**src/rtl/ram_port_arbiter_pkg.sv**
```systemverilog
// Shared widths, FSM encoding and read-return slot type for the RAM port arbiter.
package ram_port_arbiter_pkg;

  localparam int ADDR_W_DEF = 15;
  localparam int DATA_W_DEF = 16;

  localparam logic [1:0] ST_ARB   = 2'd0;
  localparam logic [1:0] ST_LOCK0 = 2'd1;
  localparam logic [1:0] ST_LOCK1 = 2'd2;

  // One slot of the read-return tracker: the read is live and which requester issued it.
  typedef struct packed {
    logic valid;
    logic tag;
  } ret_slot_t;

endpackage

```
**src/rtl/ram_port_arbiter_if.sv**
```systemverilog
// Requester and RAM-port-B signal bundle; the arbiter uses the slave modport.
interface ram_port_arbiter_if import ram_port_arbiter_pkg::*; #(
  parameter int ADDR_W = ADDR_W_DEF,
  parameter int DATA_W = DATA_W_DEF
) ();

  logic              req0, req1;
  logic              we0, we1;
  logic              lock0, lock1;
  logic [ADDR_W-1:0] addr0, addr1;
  logic [DATA_W-1:0] wdata0, wdata1;
  logic              gnt0, gnt1;
  logic              rvalid0, rvalid1;
  logic [DATA_W-1:0] rdata;
  logic [ADDR_W-1:0] ram_address;
  logic [DATA_W-1:0] data_to_ram;
  logic              web;
  logic [DATA_W-1:0] data_from_ram;

  modport master (
    output req0, req1, we0, we1, lock0, lock1, addr0, addr1, wdata0, wdata1,
    output data_from_ram,
    input  gnt0, gnt1, rvalid0, rvalid1, rdata, ram_address, data_to_ram, web
  );

  modport slave (
    input  req0, req1, we0, we1, lock0, lock1, addr0, addr1, wdata0, wdata1,
    input  data_from_ram,
    output gnt0, gnt1, rvalid0, rvalid1, rdata, ram_address, data_to_ram, web
  );

endinterface

```
**src/rtl/arb_return_pipe.sv**
```systemverilog
// Two-stage read-return tracker: a read issued at edge T is reported back to its
// requester during the cycle after edge T+1, when the RAM's registered data is out.
module arb_return_pipe import ram_port_arbiter_pkg::*; (
  input  logic clk,
  input  logic reset_n,
  input  logic issue_valid,
  input  logic issue_tag,
  output logic rvalid0,
  output logic rvalid1
);

  ret_slot_t s1_q, s1_d;
  ret_slot_t s2_q, s2_d;

  always_comb begin
    s1_d.valid = issue_valid;
    s1_d.tag   = issue_tag;
    s2_d       = s1_q;
  end

  always_ff @(posedge clk or negedge reset_n) begin
    if (!reset_n) begin
      s1_q <= '0;
      s2_q <= '0;
    end else begin
      s1_q <= s1_d;
      s2_q <= s2_d;
    end
  end

  assign rvalid0 = s2_q.valid & ~s2_q.tag;
  assign rvalid1 = s2_q.valid &  s2_q.tag;

endmodule

```
**src/rtl/ram_port_arbiter.sv**
```systemverilog
// Two-requester arbiter for a single RAM port: round-robin grants with optional
// lock, registered command stage to the RAM and tagged read-data return.
module ram_port_arbiter import ram_port_arbiter_pkg::*; #(
  parameter int ADDR_W = ADDR_W_DEF,
  parameter int DATA_W = DATA_W_DEF
) (
  input  logic             clk,
  input  logic             reset_n,
  ram_port_arbiter_if.slave bus
);

  logic [1:0]        state_q, state_d;
  logic              last_q, last_d;
  logic              gnt0, gnt1;
  logic              hs0, hs1;
  logic [ADDR_W-1:0] ram_address_q, ram_address_d;
  logic [DATA_W-1:0] data_to_ram_q, data_to_ram_d;
  logic              web_q, web_d;
  logic              issue_valid, issue_tag;
  logic              ret_valid0, ret_valid1;

  // Grants are combinational so a lone requester completes in the same cycle.
  always_comb begin
    gnt0 = 1'b0;
    gnt1 = 1'b0;
    if (reset_n) begin
      case (state_q)
        ST_LOCK0: gnt0 = bus.req0;
        ST_LOCK1: gnt1 = bus.req1;
        default: begin
          if (bus.req0 && bus.req1) begin
            gnt0 = last_q;
            gnt1 = ~last_q;
          end else begin
            gnt0 = bus.req0;
            gnt1 = bus.req1;
          end
        end
      endcase
    end
  end

  assign hs0 = bus.req0 & gnt0;
  assign hs1 = bus.req1 & gnt1;

  always_comb begin
    state_d = state_q;
    last_d  = last_q;
    if (hs0) last_d = 1'b0;
    if (hs1) last_d = 1'b1;
    case (state_q)
      ST_ARB: begin
        if (hs0 && bus.lock0)      state_d = ST_LOCK0;
        else if (hs1 && bus.lock1) state_d = ST_LOCK1;
      end
      ST_LOCK0: if (!bus.lock0) state_d = ST_ARB;
      ST_LOCK1: if (!bus.lock1) state_d = ST_ARB;
      default:  state_d = ST_ARB;
    endcase
  end

  // Address and write data hold between handshakes; web pulses only on a write handshake.
  always_comb begin
    ram_address_d = ram_address_q;
    data_to_ram_d = data_to_ram_q;
    web_d         = 1'b0;
    issue_valid   = 1'b0;
    issue_tag     = 1'b0;
    if (hs0) begin
      ram_address_d = bus.addr0;
      data_to_ram_d = bus.wdata0;
      web_d         = bus.we0;
      issue_valid   = ~bus.we0;
    end else if (hs1) begin
      ram_address_d = bus.addr1;
      data_to_ram_d = bus.wdata1;
      web_d         = bus.we1;
      issue_valid   = ~bus.we1;
      issue_tag     = 1'b1;
    end
  end

  always_ff @(posedge clk or negedge reset_n) begin
    if (!reset_n) begin
      state_q       <= ST_ARB;
      last_q        <= 1'b1;
      ram_address_q <= '0;
      data_to_ram_q <= '0;
      web_q         <= 1'b0;
    end else begin
      state_q       <= state_d;
      last_q        <= last_d;
      ram_address_q <= ram_address_d;
      data_to_ram_q <= data_to_ram_d;
      web_q         <= web_d;
    end
  end

  arb_return_pipe u_return_pipe (
    .clk         (clk),
    .reset_n     (reset_n),
    .issue_valid (issue_valid),
    .issue_tag   (issue_tag),
    .rvalid0     (ret_valid0),
    .rvalid1     (ret_valid1)
  );

  assign bus.gnt0        = gnt0;
  assign bus.gnt1        = gnt1;
  assign bus.rvalid0     = ret_valid0;
  assign bus.rvalid1     = ret_valid1;
  // Forced to zero outside a return slot, which also clears it while in reset.
  assign bus.rdata       = (ret_valid0 | ret_valid1) ? bus.data_from_ram : '0;
  assign bus.ram_address = ram_address_q;
  assign bus.data_to_ram = data_to_ram_q;
  assign bus.web         = web_q;

endmodule

```
**src/flat_wrapper.sv**
```systemverilog
// flat-port wrapper written by rule: the top's interface ports become plain ports
module ram_port_arbiter_flat import ram_port_arbiter_pkg::*;
#(
  parameter int ADDR_W = ADDR_W_DEF,
  parameter int DATA_W = DATA_W_DEF
)
  (clk, reset_n, bus_req0, bus_req1, bus_we0, bus_we1, bus_lock0, bus_lock1, bus_addr0, bus_addr1, bus_wdata0, bus_wdata1, bus_data_from_ram, bus_gnt0, bus_gnt1, bus_rvalid0, bus_rvalid1, bus_rdata, bus_ram_address, bus_data_to_ram, bus_web);
  ram_port_arbiter_if #(.ADDR_W(ADDR_W), .DATA_W(DATA_W)) bus_i ();
  input  logic clk;
  input  logic reset_n;
  input wire logic [$bits(bus_i.req0)-1:0] bus_req0;
  input wire logic [$bits(bus_i.req1)-1:0] bus_req1;
  input wire logic [$bits(bus_i.we0)-1:0] bus_we0;
  input wire logic [$bits(bus_i.we1)-1:0] bus_we1;
  input wire logic [$bits(bus_i.lock0)-1:0] bus_lock0;
  input wire logic [$bits(bus_i.lock1)-1:0] bus_lock1;
  input wire logic [$bits(bus_i.addr0)-1:0] bus_addr0;
  input wire logic [$bits(bus_i.addr1)-1:0] bus_addr1;
  input wire logic [$bits(bus_i.wdata0)-1:0] bus_wdata0;
  input wire logic [$bits(bus_i.wdata1)-1:0] bus_wdata1;
  input wire logic [$bits(bus_i.data_from_ram)-1:0] bus_data_from_ram;
  output wire logic [$bits(bus_i.gnt0)-1:0] bus_gnt0;
  output wire logic [$bits(bus_i.gnt1)-1:0] bus_gnt1;
  output wire logic [$bits(bus_i.rvalid0)-1:0] bus_rvalid0;
  output wire logic [$bits(bus_i.rvalid1)-1:0] bus_rvalid1;
  output wire logic [$bits(bus_i.rdata)-1:0] bus_rdata;
  output wire logic [$bits(bus_i.ram_address)-1:0] bus_ram_address;
  output wire logic [$bits(bus_i.data_to_ram)-1:0] bus_data_to_ram;
  output wire logic [$bits(bus_i.web)-1:0] bus_web;
  assign bus_i.req0 = bus_req0;
  assign bus_i.req1 = bus_req1;
  assign bus_i.we0 = bus_we0;
  assign bus_i.we1 = bus_we1;
  assign bus_i.lock0 = bus_lock0;
  assign bus_i.lock1 = bus_lock1;
  assign bus_i.addr0 = bus_addr0;
  assign bus_i.addr1 = bus_addr1;
  assign bus_i.wdata0 = bus_wdata0;
  assign bus_i.wdata1 = bus_wdata1;
  assign bus_i.data_from_ram = bus_data_from_ram;
  assign bus_gnt0 = bus_i.gnt0;
  assign bus_gnt1 = bus_i.gnt1;
  assign bus_rvalid0 = bus_i.rvalid0;
  assign bus_rvalid1 = bus_i.rvalid1;
  assign bus_rdata = bus_i.rdata;
  assign bus_ram_address = bus_i.ram_address;
  assign bus_data_to_ram = bus_i.data_to_ram;
  assign bus_web = bus_i.web;
  ram_port_arbiter #(.ADDR_W(ADDR_W), .DATA_W(DATA_W)) u_core (.clk(clk), .reset_n(reset_n), .bus(bus_i));
endmodule
```
**config.mk**
```make
export PLATFORM = sky130hd
export DESIGN_NAME = ram_port_arbiter_flat
export DESIGN_NICKNAME = d
export VERILOG_FILES = /design/src/rtl/ram_port_arbiter_pkg.sv /design/src/rtl/ram_port_arbiter_if.sv /design/src/rtl/arb_return_pipe.sv /design/src/rtl/ram_port_arbiter.sv /design/src/flat_wrapper.sv
export SDC_FILE = /design/constraint.sdc
export NUM_CORES = 1
export LEC_CHECK = 0
export ABC_AREA = 1
export CAP_MARGIN = 10
export CORE_ASPECT_RATIO = 1.1
export CORE_MARGIN = 1
export CORE_UTILIZATION = 33
export DETAILED_ROUTE_END_ITERATION = 12
export GPL_TIMING_DRIVEN = 0
export PLACE_DENSITY_LB_ADDON = 0.15
export SETUP_SLACK_MARGIN = 0.05
export SLEW_MARGIN = 20
export SYNTH_ARGS = -nofsm -noshare
export SYNTH_HDL_FRONTEND = slang
export SYNTH_SLANG_ARGS = --single-unit
```
**constraint.sdc**
```tcl
create_clock -name clk -period 1.6 [get_ports clk]
set_clock_uncertainty 0.1 [all_clocks]
set_input_delay 0.16 -clock clk [delete_from_list [all_inputs] [get_ports clk]]
set_output_delay 0.16 -clock clk [all_outputs]
set_load 0.005 [all_outputs]
```
Word-level counts from Yosys, hierarchy flattened
Index checks and enable logic that the tools add are counted.

storage, ports and cells
  bits in registers = 39
  bits of input ports = 86
  output and inout bits = 52
  word-level logic and storage cells = 53

operators by class
  equal/unequal tests = 5
  mux-type cells = 24
  bitwise gates (word level) = 9
  reductions and logical operators = 6

operator list
  cell                                                                    count
  16-bit 2-to-1 mux                                                       3
  15-bit 2-to-1 mux                                                       2
  1-bit 2-to-1 mux                                                        12
  2-bit 2-to-1 mux                                                        4
  2-bit case mux with 3 select lines                                      1
  1-bit AND                                                               4
  2-bit != test (second input constant)                                   2
  1-bit NOT                                                               4
  1-bit case mux with 2 select lines                                      2
  1-bit logical AND                                                       3
  3-bit by 1-bit != test with 1-bit output (second input constant)        1
  3-bit AND reduction                                                     1
  2-bit by 1-bit equality test with 1-bit output (second input constant)  1
  2-bit equality test (second input constant)                             1
  2-bit logical NOT                                                       1
  2-bit nonzero test                                                      1
  1-bit OR                                                                1

Depth between registers and ports, before layout
Gate-level depths: netlist of the first run.

  word-level depth = 9
  depth in mapped cells = 11
  mapped depth without buffers = 10

Hierarchy
A second synthesis of the first run with hierarchy kept.

unflattened totals
  cells, all modules = 321
  area, all modules = 2172.1 µm²

modules (own cells, without submodules)
  module            times used  cells each  area each (µm²)  sequential area each (µm²)
  ram_port_arbiter  1           313         2054.5           877.1
  arb_return_pipe   1           8           117.6            100.1

Worst setup path before layout of the first run
No wires, ideal clock.

  path type = register to register
  start = register u_core.state_q[0]
  end = register u_core.ram_address_q[10], in the netlist u_core.bus.ram_address[10]
  setup time = 117 ps
  data arrival time = 1419 ps
  data required time = 1383 ps
  path slack = -35 ps
  cell stages (with the launch flop) = 11
  buffers on the path = 2
  period minus slack after synthesis = 1635 ps
  cell sequence = dfrtp_1 > inv_1 > ha_1 > a21oi_2 > nand2_2 > buf_6 > buf_6 > nand2_1 > nand2_1 > nand2_1 > nand2_1

between the ends
  word-level cells in the longest chain between the ends = 5
  elaborated cells between the ends (all ways) = 10
  classes of those cells = eq/ne: 2; mux: 5; bitwise: 2; reduce/logical: 1

ends and longest elaborated chain
  item                                                                                   RTL line                                        text
  from (decl)                                                                            ram_port_arbiter.sv:12                          logic [1:0] state_q, state_d;
  from (signal assigned)                                                                 ram_port_arbiter.sv:91                          state_q <= state_d;
  2-bit equality test or 2-bit by 1-bit equality test with 1-bit output (tied branches)  ram_port_arbiter.sv:27                          case (state_q)
  1-bit case mux with 2 select lines                                                     ram_port_arbiter.sv:27
  1-bit 2-to-1 mux                                                                       ram_port_arbiter.sv:26                          if (reset_n) begin
  1-bit AND (on tied branches)                                                           ram_port_arbiter.sv:43, ram_port_arbiter.sv:44
  15-bit 2-to-1 mux or 2-bit nonzero test (tied branches)                                -
  to (signal assigned)                                                                   ram_port_arbiter.sv:93                          ram_address_q <= ram_address_d;
  to (decl)                                                                              ram_port_arbiter.sv:16                          logic [ADDR_W-1:0] ram_address_q, ram_address_d;

Parallel ways exist; a longest one is shown, timed or not.
A chain may end at the register's enable or synchronous reset.

Final worst setup path of the first run
  start = register u_core.state_q[0]
  end = output port bus_gnt0

between the ends
  word-level cells in the longest chain between the ends = 3
  elaborated cells between the ends (all ways) = 4
  classes of those cells = eq/ne: 2; mux: 2

ends and longest elaborated chain
  item                                                                                   RTL line                text
  2-bit equality test or 2-bit by 1-bit equality test with 1-bit output (tied branches)  ram_port_arbiter.sv:27
  1-bit case mux with 2 select lines (*)                                                 ram_port_arbiter.sv:27
  1-bit 2-to-1 mux (*)                                                                   ram_port_arbiter.sv:26
  to (decl)                                                                              flat_wrapper.sv:22      output wire logic [$bits(bus_i.gnt0)-1:0] bus_gnt0;

Mark *: on every way between the ends. The rest lies on a longest branch, timed or not.

==> results_dict.tcl, run 1 <==
set metrics [dict create \
    clk_latency_ps 290 \
    ys_seq_elements 39 \
    rsz0062_at_grt "true" \
    drt_pass1_iterations 4 \
    status "finished with violations" \
    start_kind "register" \
    yosysSeqAreaShare_pct 44.6 \
    ant_nets 0 \
    p_leak_nw 2.30 \
    cts_root_buf "clkbuf_8" \
    hpwlAfterDp_um 4790 \
    port_buffers 137 \
    hold_ws_ps 254 \
    post_drt_wl_per_cell_um 12.7 \
    drt-met1-wl_um 2800 \
    finalCritPeriodShare_pct 116 \
    power_mw 5.98 \
    top_layer "met4" \
    drive_gt1_share_pct 24.8 \
    violations "negative setup slack" \
    met3WireLength_um 553 \
    pin_count 138 \
    dpl_cell_area_um2 3700 \
    wirelength_um 7300 \
    h-tree-depth 2 \
    synth_cell_types 18 \
    layout_commonest_cell "nand2_1" \
    start_util_pct 34.7 \
    dr.first_iter.drc_count 109 \
    fp.coreArea_um2 6310 \
    maxCapViolCount 0 \
    cts_sinks 39 \
    max-vdd-ir-drop_mv 0.682 \
    grt_pass1_wl_um 11000 \
    worstPathRequired_ps 1340 \
    worstSetupEndpointType "primary output" \
    ctsLongestPathBuffers 2 \
    synth_warnings 0 \
    dp.cells 542 \
    arrival_ps 1590 \
    worstMarginPinSlew_ps 719 \
    layout_common_cells "nand2_1, clkdlybuf4s50_1, dfrtp_1" \
    fin_nets 584 \
    vias 2607 \
    setup_viol 38 \
    crit_path_max_fanout 3 \
    drc 0 \
    die_area_um2 6970 \
    fin_crit_ps 1850 \
    grt_max_degree 24 \
    numCtsBuffers 5 \
    post_drt_via_cell_ratio 4.53 \
    min_path_type "register to register" \
    synthCells 324 \
    clock.fmax_ghz 0.541 \
    syn_to_final_growth_pct 98.6 \
    gp_congestion 0.784 \
    fin_cells 576 \
    grt_pass1_vias 2407 \
    clk_pin_slew_ps 80 \
    finalInstanceArea_um2 4350 \
    syn-num-nets 413 \
    rows 30 \
    maxSlewHeadroom_pct 51.9 \
    hold_viol_final 0 \
    worst_slack_ps -249 \
    regToRegSetupSlack_ps -240 \
    power_density_nw_per_um2 1370 \
    antenna_cells 0 \
    avgSynthCellArea_um2 6.76 \
    cts_tree "done" \
    worstSetupPathType "register to primary output" \
    globalRouteOverflowTotal 0 \
    die_h_um 87.4 \
    track_usage_pct 20.6 \
    synth_area_um2 2190 \
    finalMaxSlewViolations 0 \
    met2_length_um 3850 \
    dieWidth_um 79.7 \
    antenna_found_initial 0 \
]
[registers in the layout (all words and copies together) (netlist names)]
name                       count
u_core.bus.data_to_ram        16
u_core.bus.ram_address        15
u_core.bus.web                 1
u_core.last_q                  1
u_core.state_q                 2
u_core.u_return_pipe.s1_q      2
u_core.u_return_pipe.s2_q      2
[synth_stat cells, drive strengths merged]
master / number / share of area [%]
nor2: 5 / 1.1
nand3: 34 / 7.8
buf: 16 / 5.0
nand2: 193 / 33
inv: 27 / 4.6
a21oi: 2 / 0.63
nand4: 2 / 0.57
clkinv: 1 / 0.17
dfstp: 1 / 1.2
dfrtp: 38 / 43
ha: 3 / 1.7
clkbuf: 2 / 0.34
[cell families after synthesis]
group / synth area share (%)
flip-flops: 44.6
buffers and inverters: 10.2
adder cells (fa/ha/maj): 1.71
AO/OA/AOI/OAI: 0.628
AND/OR/NAND/NOR: 42.9
[metrics by stage]
stage | utilization [%] | TNS (ps) | setup WS, ps
global placement | 58.3 | -95150 | -1970
global route | 68.9 | -10620 | -334
detailed placement | 58.6 | -8630 | -486
finish | 68.9 | -7860 | -249
CTS | 67.5 | -6510 | -221
floorplan | - | 0 | 50.6
[metal layers]
metal | up-vias | global-route usage, %
met3 | 8 | 4.61
met5 | - | 0
met2 | 98 | 38.7
li1 | 1321 | -
met1 | 1180 | 22.5
met4 | 0 | 6.61
[cell type report]
cell class,count,area (µm²)
clock buffers,5,68.8
fillers,541,1960
inverters,28,108
multi-input cells,239,1150
clock inverters,3,15.0
flip-flops and latches,39,978
well taps,80,100
repair buffers,165,1710
plain buffers,17,216
[critical path, cell delays in order (launching register included)]
cell and delay (ps):
dfrtp_1 400, inv_2 90, ha_4 220, nor2_2 120
nand2_1 90, nand2_2 100, inv_4 50, buf_6 120
buf_6 100
[final timing paths]
kind,startpoint,endpoint,depth (start not counted)
min in group asynchronous,reset_n,u_core.state_q[0],2
hold / removal,u_core.u_return_pipe.s1_q[0],u_core.u_return_pipe.s2_q[0],0
hold reg to reg,u_core.u_return_pipe.s1_q[0],u_core.u_return_pipe.s2_q[0],0
setup reg to reg,u_core.state_q[0],u_core.bus.data_to_ram[11],11
setup / recovery,u_core.state_q[0],bus_gnt0,8
max in group asynchronous,reset_n,u_core.u_return_pipe.s2_q[1],2
[power by group]
part	switching (mW)	leakage [nW]	internal [mW]	total [mW]
Combinational	1.54	1.76	2.11	3.64
Sequential	0.246	0.487	1.43	1.68
Clock	0.354	0.0477	0.299	0.653
Total	2.14	2.30	3.84	5.98
[what timing repair did]
action | 4_1_cts | 5_1_grt
cloned | 5 | 2
pin swaps | 25 | 5
setup endpoints to repair | 55 | 54
hold endpoints to repair | 15 | 0
buffers inserted | 17 | 3
resized for setup | 118 | 47
hold buffers | 2 | 0
Note: power is estimated with default switching activity, not from simulation.
==> inputs of run 2 (changes only) <==
--- a/config.mk
+++ b/config.mk
@@ -10,6 +10,7 @@
 export CORE_ASPECT_RATIO = 1.1
 export CORE_MARGIN = 1
 export CORE_UTILIZATION = 33
+export CTS_CLUSTER_SIZE = 8
 export DETAILED_ROUTE_END_ITERATION = 12
 export GPL_TIMING_DRIVEN = 0
 export PLACE_DENSITY_LB_ADDON = 0.15
==> results of run 2 <==
No change in the layout: final DEF, timing and power equal those of run 1.
==> inputs of run 3 (changes only) <==
--- a/config.mk
+++ b/config.mk
@@ -8,7 +8,6 @@
 export ABC_AREA = 1
 export CAP_MARGIN = 10
 export CORE_ASPECT_RATIO = 1.1
-export CORE_MARGIN = 1
 export CORE_UTILIZATION = 33
 export CTS_CLUSTER_SIZE = 8
 export DETAILED_ROUTE_END_ITERATION = 12
==> constraint.sdc (replaced) <==
create_clock -name clk -period 1.6 [get_ports clk]
set_clock_uncertainty 0.1 [all_clocks]
set_input_delay 0.16 -clock clk [delete_from_list [all_inputs] [get_ports clk]]
set_output_delay 0.16 -clock clk [all_outputs]
set_load 0.05 [all_outputs]
==> results_dict.tcl, run 3 (synthesis gave the netlist of run 1 again) <==
set metrics [dict create \
    status "finished with violations" \
    violations "negative setup slack" \
    grt_pass1_vias 2479 \
    finalSetupTns_ps -9760 \
    crit_path_max_fanout 4 \
    ctsLongestPathBuffers 2 \
    die_h_um 87.4 \
    r2r_start "u_core.state_q[1]" \
    p_seq_share_pct 23.1 \
    dr.first_iter.drc_count 78 \
    port_buffers 137 \
    r2r_end "u_core.bus.data_to_ram[1]" \
    grt_pass1_wl_um 11200 \
    antenna_cells 0 \
    antenna_found_initial 0 \
    globalRouteOverflowTotal 0 \
    fin_nets 587 \
    worstPathRequired_ps 1340 \
    gp_congestion 0.740 \
    intPower_mw 3.58 \
    rsz0062_at_grt "true" \
    crit_chain "inv_2 -> ha_4 -> a21oi_2 -> nand2_4 -> inv_4 -> buf_12 -> buf_12" \
    p_leak_nw 2.38 \
    track_usage_pct 21.1 \
    layout_common_cells "nand2_1, clkdlybuf4s50_1, dfrtp_1" \
    pwr-share-comb_pct 68.0 \
    cts_sinks 39 \
    worstMarginPinSlew_ps 904 \
    maxSlewHeadroom_pct 39.7 \
    worstSetupPathType "register to primary output" \
    cts_root_buf "clkbuf_8" \
    fp.coreArea_um2 6310 \
    start_util_pct 34.7 \
    critPathSlowestCell "dfrtp_1" \
    pin_count 138 \
    ant_nets 0 \
    vias 2603 \
    finalInstanceArea_um2 4320 \
    worst_slack_ps -316 \
    drc 0 \
    nFillCells 550 \
    post_drt_wl_per_cell_um 12.7 \
    largest_reg_flops 16 \
    regToRegSetupSlack_ps -290 \
    maxCapViolCount 0 \
    layout_commonest_cell "nand2_1" \
    clk_pin_slew_ps 80 \
    die_area_um2 6970 \
    power_density_nw_per_um2 1700 \
    dpl_cell_area_um2 3730 \
    drt_pass1_iterations 4 \
    cpPeakStageDelay_ps 400 \
    cts_tree "done" \
    cp_common_cell "buf_12" \
    pre_cts_ws_ps -900 \
    fin_crit_ps 1920 \
    finalMaxSlewViolations 0 \
    syn_to_final_growth_pct 97.1 \
    drive_gt1_share_pct 21.6 \
    max-vdd-ir-drop_mv 0.910 \
    min_path_type "input pin to async pin" \
    setup_viol 39 \
    hpwlAfterDp_um 4810 \
    worstSetupEndpointType "primary output" \
    wirelength_um 7350 \
    dieWidth_um 79.7 \
    swShare_pct 51.0 \
    clk_latency_ps 300 \
    arrival_ps 1660 \
    start_kind "register" \
    finalCritPeriodShare_pct 120 \
    p_sw_mw 3.73 \
    h-tree-depth 2 \
    clock.fmax_ghz 0.522 \
    reg2reg_depth 11 \
    post_drt_via_cell_ratio 4.50 \
    numCtsBuffers 5 \
    rows 30 \
    hold_viol_final 0 \
    clkPwrFrac_pct 9.0 \
    grt_max_degree 21 \
]
==> run 3: changes by cell type in the layout (fill, tap and decap cells not counted), sizes merged, moves of 9 or more <==
cell,before,now
clkbuf,16,7
clkdlybuf4s50,116,84
dlygate4sd2,2,32
buf,46,61
==> run 3: area by class of cell <==
class	instances	area [µm²]	share of cell area (%)
well taps	80	100	2.32
flip-flops and latches	39	978	22.7
repair buffers	170	1730	40.2
plain buffers	15	204	4.73
clock buffers	5	68.8	1.59
multi-input cells	239	1100	25.5
inverters	28	114	2.64
clock inverters	3	15.0	0.348
==> run 3: repair_timing <==
action | CTS | global route
setup endpoints to repair | 86 | 70
gates cloned | 7 | 1
pin swaps | 9 | 12
hold buffers | 2 | 0
buffers inserted | 15 | 7
resized for setup | 176 | 41
endpoints found under the hold margin | 19 | 0
==> run 3: power by group through the flow <==
stage          sequential (mW)  clock (mW)  combinational (mW)
6_report                  1.69       0.656                4.97
5_1_grt                   1.74       0.703                5.29
4_1_cts                   1.67       0.670                4.79
3_5_place_dp              1.67           0                4.46
3_3_place_gp              1.67           0                4.41
2_1_floorplan             2.98           0                1.63
==> run 3: worst max-delay path: cells and delay by family, from the launching register on <==
| family | cells | cell delay, ps |
|---|---|---|
| AOI/OAI and AO/OA | 1 | 220 |
| adders and majority gates | 1 | 230 |
| buffers and inverters | 4 | 410 |
| DFF | 1 | 400 |
| and+or+nand+nor | 1 | 90 |
==> run 3: stage by stage <==
stage	hold WS [ps]	instances	total power [mW]	util (%)
floorplan	-236	324	4.61	-
global placement	234	541	6.08	58.8
detailed placement	55.3	542	6.14	59.1
CTS	254	572	7.13	66.7
global route	273	579	7.73	68.4
finish	233	579	7.31	68.4
==> run 3: per-layer routing <==
layer  GRT usage [%]  part of all wire (%)  wire length [µm]  vias to the layer above
met5               0                     0                 0                        -
met4            5.95                  0.88                65                        0
met3            4.29                   8.2               606                        5
met2            40.2                    53              3860                      105
met1            23.2                    38              2810                     1169
li1                -                     -                 -                     1324
==> run 3: worst max path at each step <==
stage	from	endpoint	slack (ps)	cells past startpoint
final	u_core.state_q[1]	bus_gnt0	-320	7
after global routing	u_core.state_q[0]	bus_gnt1	-380	9
after CTS	u_core.state_q[0]	bus_gnt1	-320	9
after detailed placement	reset_n	bus_gnt0	-900	8
after global placement	reset_n	bus_gnt1	-2230	7
after floorplan	u_core.state_q[0]	bus_gnt1	-30	8
